==> config.mk <==
export PLATFORM = sky130hd
export DESIGN_NAME = gesture_decision_filter_flat
export DESIGN_NICKNAME = d
export VERILOG_FILES = /design/src/rtl/gesture_decision_filter_if.sv /design/src/rtl/gesture_decision_filter.sv /design/src/flat_wrapper.sv
export SDC_FILE = /design/constraint.sdc
export NUM_CORES = 1
export LEC_CHECK = 0
export CAP_MARGIN = 15
export CORE_MARGIN = 1
export CORE_UTILIZATION = 42
export CTS_BUF_LIST = sky130_fd_sc_hd__clkbuf_8
export CTS_CLUSTER_DIAMETER = 80
export DETAILED_ROUTE_END_ITERATION = 8
export GPL_TIMING_DRIVEN = 0
export MAX_ROUTING_LAYER = met4
export PLACE_DENSITY_LB_ADDON = 0.08
export SLEW_MARGIN = 0
export SYNTH_ARGS = -nofsm -noshare
export SYNTH_HDL_FRONTEND = slang
export SYNTH_SLANG_ARGS = --single-unit
==> constraint.sdc <==
create_clock -name clk -period 35.4 [get_ports clk]
set_clock_uncertainty 0.2 [all_clocks]
set_input_delay 7.08 -clock clk [delete_from_list [all_inputs] [get_ports clk]]
set_output_delay 7.08 -clock clk [all_outputs]
set_load 0.02 [all_outputs]
==> src/rtl/gesture_decision_filter_if.sv <==
// Result/event bundle between the classifier, the gesture decision filter and the reporting logic.
// master drives classifier results and consumes gesture events; slave is the filter.
interface gesture_decision_filter_if #(
  parameter int unsigned NUM_CLASSES = 4,
  parameter int unsigned ACC_BITS    = 24
);
  logic                            result_valid;
  logic [1:0]                      best_class;
  logic [NUM_CLASSES*ACC_BITS-1:0] scores_flat;
  logic [ACC_BITS-1:0]             margin_thresh;
  logic                            gesture_valid;
  logic [1:0]                      gesture_class;
  logic [ACC_BITS-1:0]             gesture_margin;
  logic [3:0]                      streak_count;
  logic                            cooldown_active;

  modport master (
    output result_valid,
    output best_class,
    output scores_flat,
    output margin_thresh,
    input  gesture_valid,
    input  gesture_class,
    input  gesture_margin,
    input  streak_count,
    input  cooldown_active
  );

  modport slave (
    input  result_valid,
    input  best_class,
    input  scores_flat,
    input  margin_thresh,
    output gesture_valid,
    output gesture_class,
    output gesture_margin,
    output streak_count,
    output cooldown_active
  );
endinterface

==> src/rtl/gesture_decision_filter.sv <==
// Confirms classifier gestures after CONFIRM_COUNT agreeing results whose margin clears a threshold.
// Define GESTURE_FILTER_COOLDOWN_EN to add a post-event cooldown of COOLDOWN_CYCLES clocks.
module gesture_decision_filter #(
  parameter int unsigned NUM_CLASSES     = 4,
  parameter int unsigned ACC_BITS        = 24,
  parameter int unsigned CONFIRM_COUNT   = 3,
  parameter int unsigned COOLDOWN_CYCLES = 50000
) (
  input logic                      clk,
  input logic                      rst_n,
  gesture_decision_filter_if.slave bus
);

  localparam int unsigned ScoreW     = NUM_CLASSES * ACC_BITS;
  localparam logic [3:0]  ConfirmCnt = 4'(CONFIRM_COUNT);

  logic armed;

  // Stage 1: capture the classifier result.
  logic              s1_valid_q;
  logic [1:0]        s1_class_q;
  logic [ScoreW-1:0] s1_scores_q;

  always_ff @(posedge clk or negedge rst_n) begin
    if (!rst_n) begin
      s1_valid_q  <= 1'b0;
      s1_class_q  <= '0;
      s1_scores_q <= '0;
    end else begin
      s1_valid_q <= bus.result_valid;
      if (bus.result_valid) begin
        s1_class_q  <= bus.best_class;
        s1_scores_q <= bus.scores_flat;
      end
    end
  end

  // Stage 2: margin of the reported winner over the best of the rest.
  logic signed [ACC_BITS-1:0] score [NUM_CLASSES];
  logic signed [ACC_BITS-1:0] top;
  logic signed [ACC_BITS-1:0] second;
  logic                       second_found;
  logic signed [ACC_BITS:0]   diff;
  logic [ACC_BITS-1:0]        margin;
  logic                       qualified;

  always_comb begin
    for (int k = 0; k < NUM_CLASSES; k++) begin
      score[k] = s1_scores_q[k*ACC_BITS +: ACC_BITS];
    end
  end

  always_comb begin
    top          = score[s1_class_q];
    second       = '0;
    second_found = 1'b0;
    for (int k = 0; k < NUM_CLASSES; k++) begin
      if (2'(k) != s1_class_q && (!second_found || score[k] > second)) begin
        second       = score[k];
        second_found = 1'b1;
      end
    end
  end

  // One extra bit holds the full difference, so it never exceeds 2^ACC_BITS-1; only
  // the negative side (reported class not actually the max) needs clamping.
  always_comb begin
    diff      = {top[ACC_BITS-1], top} - {second[ACC_BITS-1], second};
    margin    = diff[ACC_BITS] ? '0 : diff[ACC_BITS-1:0];
    qualified = (margin >= bus.margin_thresh);
  end

  logic                s2_valid_q;
  logic [1:0]          s2_class_q;
  logic [ACC_BITS-1:0] s2_margin_q;
  logic                s2_qual_q;

  // Results whose stage 2 lands while cooling down (including the exit edge) are dropped.
  always_ff @(posedge clk or negedge rst_n) begin
    if (!rst_n) begin
      s2_valid_q  <= 1'b0;
      s2_class_q  <= '0;
      s2_margin_q <= '0;
      s2_qual_q   <= 1'b0;
    end else begin
      s2_valid_q <= s1_valid_q & armed;
      if (s1_valid_q) begin
        s2_class_q  <= s1_class_q;
        s2_margin_q <= margin;
        s2_qual_q   <= qualified;
      end
    end
  end

  // Streak tracking and confirmation.
  logic [3:0]          streak_q, streak_d, streak_inc;
  logic [1:0]          streak_class_q, streak_class_d;
  logic                confirm;
  logic                gesture_valid_q;
  logic [1:0]          gesture_class_q;
  logic [ACC_BITS-1:0] gesture_margin_q;

  always_comb begin
    streak_d       = streak_q;
    streak_class_d = streak_class_q;
    streak_inc     = streak_q;
    confirm        = 1'b0;
    if (s2_valid_q && armed) begin
      if (!s2_qual_q) begin
        streak_d = '0;
      end else begin
        if (streak_q != 4'd0 && s2_class_q == streak_class_q) begin
          streak_inc = streak_q + 4'd1;
        end else begin
          streak_inc     = 4'd1;
          streak_class_d = s2_class_q;
        end
        if (streak_inc == ConfirmCnt) begin
          confirm  = 1'b1;
          streak_d = '0;
        end else begin
          streak_d = streak_inc;
        end
      end
    end
  end

  always_ff @(posedge clk or negedge rst_n) begin
    if (!rst_n) begin
      streak_q         <= '0;
      streak_class_q   <= '0;
      gesture_valid_q  <= 1'b0;
      gesture_class_q  <= '0;
      gesture_margin_q <= '0;
    end else begin
      streak_q        <= streak_d;
      streak_class_q  <= streak_class_d;
      gesture_valid_q <= confirm;
      if (confirm) begin
        gesture_class_q  <= s2_class_q;
        gesture_margin_q <= s2_margin_q;
      end
    end
  end

  assign bus.gesture_valid  = gesture_valid_q;
  assign bus.gesture_class  = gesture_class_q;
  assign bus.gesture_margin = gesture_margin_q;
  assign bus.streak_count   = streak_q;

`ifdef GESTURE_FILTER_COOLDOWN_EN
  localparam logic StArmed    = 1'b0;
  localparam logic StCooldown = 1'b1;
  localparam bit   CooldownOn = (COOLDOWN_CYCLES != 0);

  logic        state_q, state_d;
  logic [15:0] cool_cnt_q, cool_cnt_d;

  // Counter loaded on the event edge; exit happens on the edge where it would hit 0.
  always_comb begin
    state_d    = state_q;
    cool_cnt_d = cool_cnt_q;
    unique case (state_q)
      StArmed: begin
        if (confirm && CooldownOn) begin
          state_d    = StCooldown;
          cool_cnt_d = 16'(COOLDOWN_CYCLES);
        end
      end
      StCooldown: begin
        if (cool_cnt_q <= 16'd1) begin
          state_d    = StArmed;
          cool_cnt_d = '0;
        end else begin
          cool_cnt_d = cool_cnt_q - 16'd1;
        end
      end
    endcase
  end

  always_ff @(posedge clk or negedge rst_n) begin
    if (!rst_n) begin
      state_q    <= StArmed;
      cool_cnt_q <= '0;
    end else begin
      state_q    <= state_d;
      cool_cnt_q <= cool_cnt_d;
    end
  end

  assign armed               = (state_q == StArmed);
  assign bus.cooldown_active = (state_q == StCooldown);
`else
  logic unused_cooldown_cfg;

  assign armed               = 1'b1;
  assign bus.cooldown_active = 1'b0;
  assign unused_cooldown_cfg = ^32'(COOLDOWN_CYCLES);
`endif

endmodule

==> src/flat_wrapper.sv <==
// flat-port wrapper written by rule: the top's interface ports become plain ports
module gesture_decision_filter_flat 
#(
  parameter int unsigned NUM_CLASSES     = 4,
  parameter int unsigned ACC_BITS        = 24,
  parameter int unsigned CONFIRM_COUNT   = 3,
  parameter int unsigned COOLDOWN_CYCLES = 50000
)
  (clk, rst_n, bus_result_valid, bus_best_class, bus_scores_flat, bus_margin_thresh, bus_gesture_valid, bus_gesture_class, bus_gesture_margin, bus_streak_count, bus_cooldown_active);
  gesture_decision_filter_if #(.NUM_CLASSES(NUM_CLASSES), .ACC_BITS(ACC_BITS)) bus_i ();
  input logic clk;
  input logic rst_n;
  input wire logic [$bits(bus_i.result_valid)-1:0] bus_result_valid;
  input wire logic [$bits(bus_i.best_class)-1:0] bus_best_class;
  input wire logic [$bits(bus_i.scores_flat)-1:0] bus_scores_flat;
  input wire logic [$bits(bus_i.margin_thresh)-1:0] bus_margin_thresh;
  output wire logic [$bits(bus_i.gesture_valid)-1:0] bus_gesture_valid;
  output wire logic [$bits(bus_i.gesture_class)-1:0] bus_gesture_class;
  output wire logic [$bits(bus_i.gesture_margin)-1:0] bus_gesture_margin;
  output wire logic [$bits(bus_i.streak_count)-1:0] bus_streak_count;
  output wire logic [$bits(bus_i.cooldown_active)-1:0] bus_cooldown_active;
  assign bus_i.result_valid = bus_result_valid;
  assign bus_i.best_class = bus_best_class;
  assign bus_i.scores_flat = bus_scores_flat;
  assign bus_i.margin_thresh = bus_margin_thresh;
  assign bus_gesture_valid = bus_i.gesture_valid;
  assign bus_gesture_class = bus_i.gesture_class;
  assign bus_gesture_margin = bus_i.gesture_margin;
  assign bus_streak_count = bus_i.streak_count;
  assign bus_cooldown_active = bus_i.cooldown_active;
  gesture_decision_filter #(.NUM_CLASSES(NUM_CLASSES), .ACC_BITS(ACC_BITS), .CONFIRM_COUNT(CONFIRM_COUNT), .COOLDOWN_CYCLES(COOLDOWN_CYCLES)) u_core (.clk(clk), .rst_n(rst_n), .bus(bus_i));
endmodule
==> key figures <==
Status
  • Status: finished, violations left
  • Failing checks: design-rule violations

Route
  • First-pass iteration count of the detailed router: 7
  • DRT iter0 DRCs: just under 500
  • Total Wirelength: approximately 30000 µm
  • Routed length per instance: around 20 µm
  • Drt drc: 11
  • DR vias/cell: roughly 5.6
  • Post-route ant nets: 0
  • DR vias: 8765

Synth
  • Synth cell count leaders: dfrtp_1 (160), mux2_2 (154), ha_1 (123)
  • Top cell type's share of synthesized area: between 30% and 40%
  • Number of synthesized register bits: 160
  • Netlist Area Pre-Place: between 10000 and 15000 µm²
  • Post-Syn Nets: between 1000 and 1500
  • Cell with the most instances after synthesis: dfrtp_1
  • Post-synth EDFFs: 0
  • Sequential-to-total area share from yosys stat: 35.5%
  • Share of flip-flops with an asynchronous set or reset: 100%
  • Synth Flop Type: dfrtp_1
  • Mapped Cells: 1030
  • Leading area contributor after synthesis: dfrtp_1
  • Mean Syn Cell Area: ~11 µm²
  • Synth cell types: 70
  • Synth warn: 0
  • Area contributors post-synth: dfrtp_1 (35%), mux2_2 (15%), ha_1 (14%), mux4_2 (4.8%), inv_1 (2.1%)

Critical path
  • R2r worst-path depth: 51
  • CP max stage cell: buf_1
  • Levels on crit path: a little over 50
  • CP Class: reg2reg
  • Crit path arrival time: 14.45 ns
  • Critical Path Source Type: flip-flop
  • Crit end category: flip-flop
  • Top delay family on crit path: compound AO/OA/AOI/OAI gates
  • Buffers plus inverters on the worst setup path: 9
  • CP Max Fanout: 10
  • CP peak stage delay: 0.68 ns
  • Worst path required time: roughly 36 ns

Power and ir drop
  • Logic pwr share: approximately three fifths
  • Psw: around 0.42 mW
  • IR drop worst, VDD: approximately 0.03 mV
  • Leakage: approximately 6.1 nW
  • Cell-internal power: about 0.54 mW
  • Seq pwr share: between 20% and 30%
  • Switching Share: between 40% and 50%
  • Clk pwr share: 14.5%
  • Pwr per Cell Area: just over 70 nW/µm²

Clocking
  • Htree depth: 4
  • Worst skew pair latency: roughly 0.47 ns
  • CTS Buf Count: 17
  • Post-cts sizing count: 0
  • Hold_buf cts: 0
  • Postcts setup bufs: 0
  • CTS tree: yes
  • Clk buf depth: 2
  • Reg clk slew, reported paths: approximately 0.10 ns
  • CTS sink count: between 150 and 200
  • Root buffer cell: clkbuf_8

Cells and area
  • Nets: between 1000 and 1500
  • Area growth syn-to-layout: 21.1%
  • Layout cells sized above 1: a little over a fifth
  • Ant diodes: 0

Global route
  • Total Routing Usage GR: a little under a quarter
  • Overflow after GRT: 0
  • Largest net degree at the start of global routing: 83
  • Initial antenna violation count: 0
  • Global-route wire length before repair: 49400 µm
  • Vias in the first global route: 8841

Floorplanning
  • I/O pin cnt: ~160
  • Initial Utilization: between 40% and 50%
  • Die width: around 170 µm
  • Number of core rows: 59
  • Core box area: 26200 µm²
  • Die height: approximately 170 µm
  • Die ar.: between 20000 and 30000 µm²

Job
  • Max cap viols: 0

STA
  • Worst Tran Pin Value: 0.935 ns
  • Max-Slew Margin vs Limit: 37.7%
  • Final period utilization: roughly two fifths
  • Final setup vio count: 0
  • Setup TNS: 0 ns
  • Final hold vios: 0
  • Fmax: approximately 0.07 GHz
  • RSZ-0062 raised after global routing: false
  • Final WS setup: between 20 and 25 ns
  • Tmin final: 14.29 ns
  • Final slew viol count: 0

Min path
  • Hold depth: 0
  • HP Class: reg2reg

Place
  • IO Port Bufs: between 150 and 200
  • Pre-CTS setup slack: 21.16 ns
  • GPL Wtd Cong: 0.921
  • Final HPWL DP: roughly 25000 µm
## worst reg2reg max path: cells and delay by family, from the launching register on
family / cells / cell delay (ns)
buf+inv: 9 / 2.73
simple gates: 9 / 2.34
compound gates: 25 / 6.25
mux: 2 / 0.53
fa+ha+maj: 6 / 1.69
flops: 1 / 0.43
## state kept, by name (all words and copies together), names as in the netlist
name	flops
u_core.bus.gesture_class	2
u_core.bus.gesture_margin	24
u_core.bus.gesture_valid	1
u_core.bus.streak_count	4
u_core.s1_class_q	2
u_core.s1_scores_q	96
u_core.s1_valid_q	1
u_core.s2_class_q	2
u_core.s2_margin_q	24
u_core.s2_qual_q	1
u_core.s2_valid_q	1
u_core.streak_class_q	2
## per-layer routing
layer  up-vias  GRT usage, %  share of wire, %
met5         -             -                 0
met4         0          5.65               1.3
met3        21          4.19               5.6
met2       250          36.4                45
met1      4301          32.9                48
li1       4193             -                 -
## cell type report
cell class	count	area [µm²]
Timing Repair Buffer	156	1580
Inverter	64	240
Clock buffer	17	234
Tap cell	335	419
Buffer	41	210
Clock inverter	15	148
Sequential cell	160	4000
Multi-Input combinational cell	765	6830
Fill cell	2379	12500
## power groups by stage
stage	combinational [mW]	clock, mW	sequential [mW]
final	0.574	0.140	0.248
after global placement	0.565	0	0.251
after global routing	0.642	0.152	0.254
after detailed placement	0.571	0	0.252
after floorplan	0.409	0	0.250
after CTS	0.575	0.145	0.248
## path summary, 6_finish.rpt
kind | from | to | slack [ns]
max | u_core.s1_class_q[1] | u_core.s2_qual_q | 21.11
min | u_core.s1_valid_q | u_core.s2_valid_q | 0.20
max reg2reg | u_core.s1_class_q[1] | u_core.s2_qual_q | 21.11
min reg2reg | u_core.s1_valid_q | u_core.s2_valid_q | 0.20
max in group asynchronous | rst_n | u_core.s1_scores_q[48] | 27.80
min in group asynchronous | rst_n | u_core.bus.streak_count[1] | 6.36
## cell families (layout without fill, tap and decap cells)
| family | after synthesis | after routing | synth area share [%] |
|---|---|---|---|
| simple gates | 223 | 223 | 10.0 |
| mux | 212 | 212 | 23.7 |
| compound gates | 186 | 186 | 11.5 |
| flops | 160 | 160 | 35.5 |
| fa+ha+maj | 124 | 124 | 13.8 |
| buf+inv | 105 | 293 | 3.99 |
| xor+xnor | 19 | 19 | 1.47 |
| other cells | 1 | 1 | 0.0332 |
## per-stage QoR
| stage | hold WS, ns | cell area, µm² | power (mW) | instances | util [%] |
|---|---|---|---|---|---|
| final | 0.204 | 13700 | 0.962 | 1553 | 52.2 |
| after CTS | 0.200 | 13700 | 0.968 | 1553 | 52.2 |
| after global routing | 0.208 | 13700 | 1.05 | 1553 | 52.2 |
| after global placement | 0.181 | 13300 | 0.817 | 1520 | 50.6 |
| after detailed placement | 0.185 | 13300 | 0.823 | 1521 | 50.7 |
| after floorplan | 0.152 | 11300 | 0.659 | 1030 | - |
## cells in the final DEF, fill, tap and decap left out, types with 5 or more instances in the layout
master and instances:
a211o_1 6, a211oi_1 8, a21o_1 16, a21oi_1 44
buf_2 6, clkbuf_1 22, clkbuf_8 17, clkdlybuf4s50_1 154
dfrtp_1 160, ha_1 123, inv_1 65, inv_6 6
mux2_2 154, mux2_4 11, mux2i_1 23, mux4_2 24
nand2_1 61, nand2b_1 10, nand3_1 17, nand4_1 22
nor2_1 38, nor2b_1 11, nor3_1 22, o21a_1 5
o21ai_0 34, o21bai_1 5, o221ai_1 22, or3_1 18
or3_2 7, xnor2_1 10, xor2_1 9
Note: power is estimated with default switching activity, not from simulation.
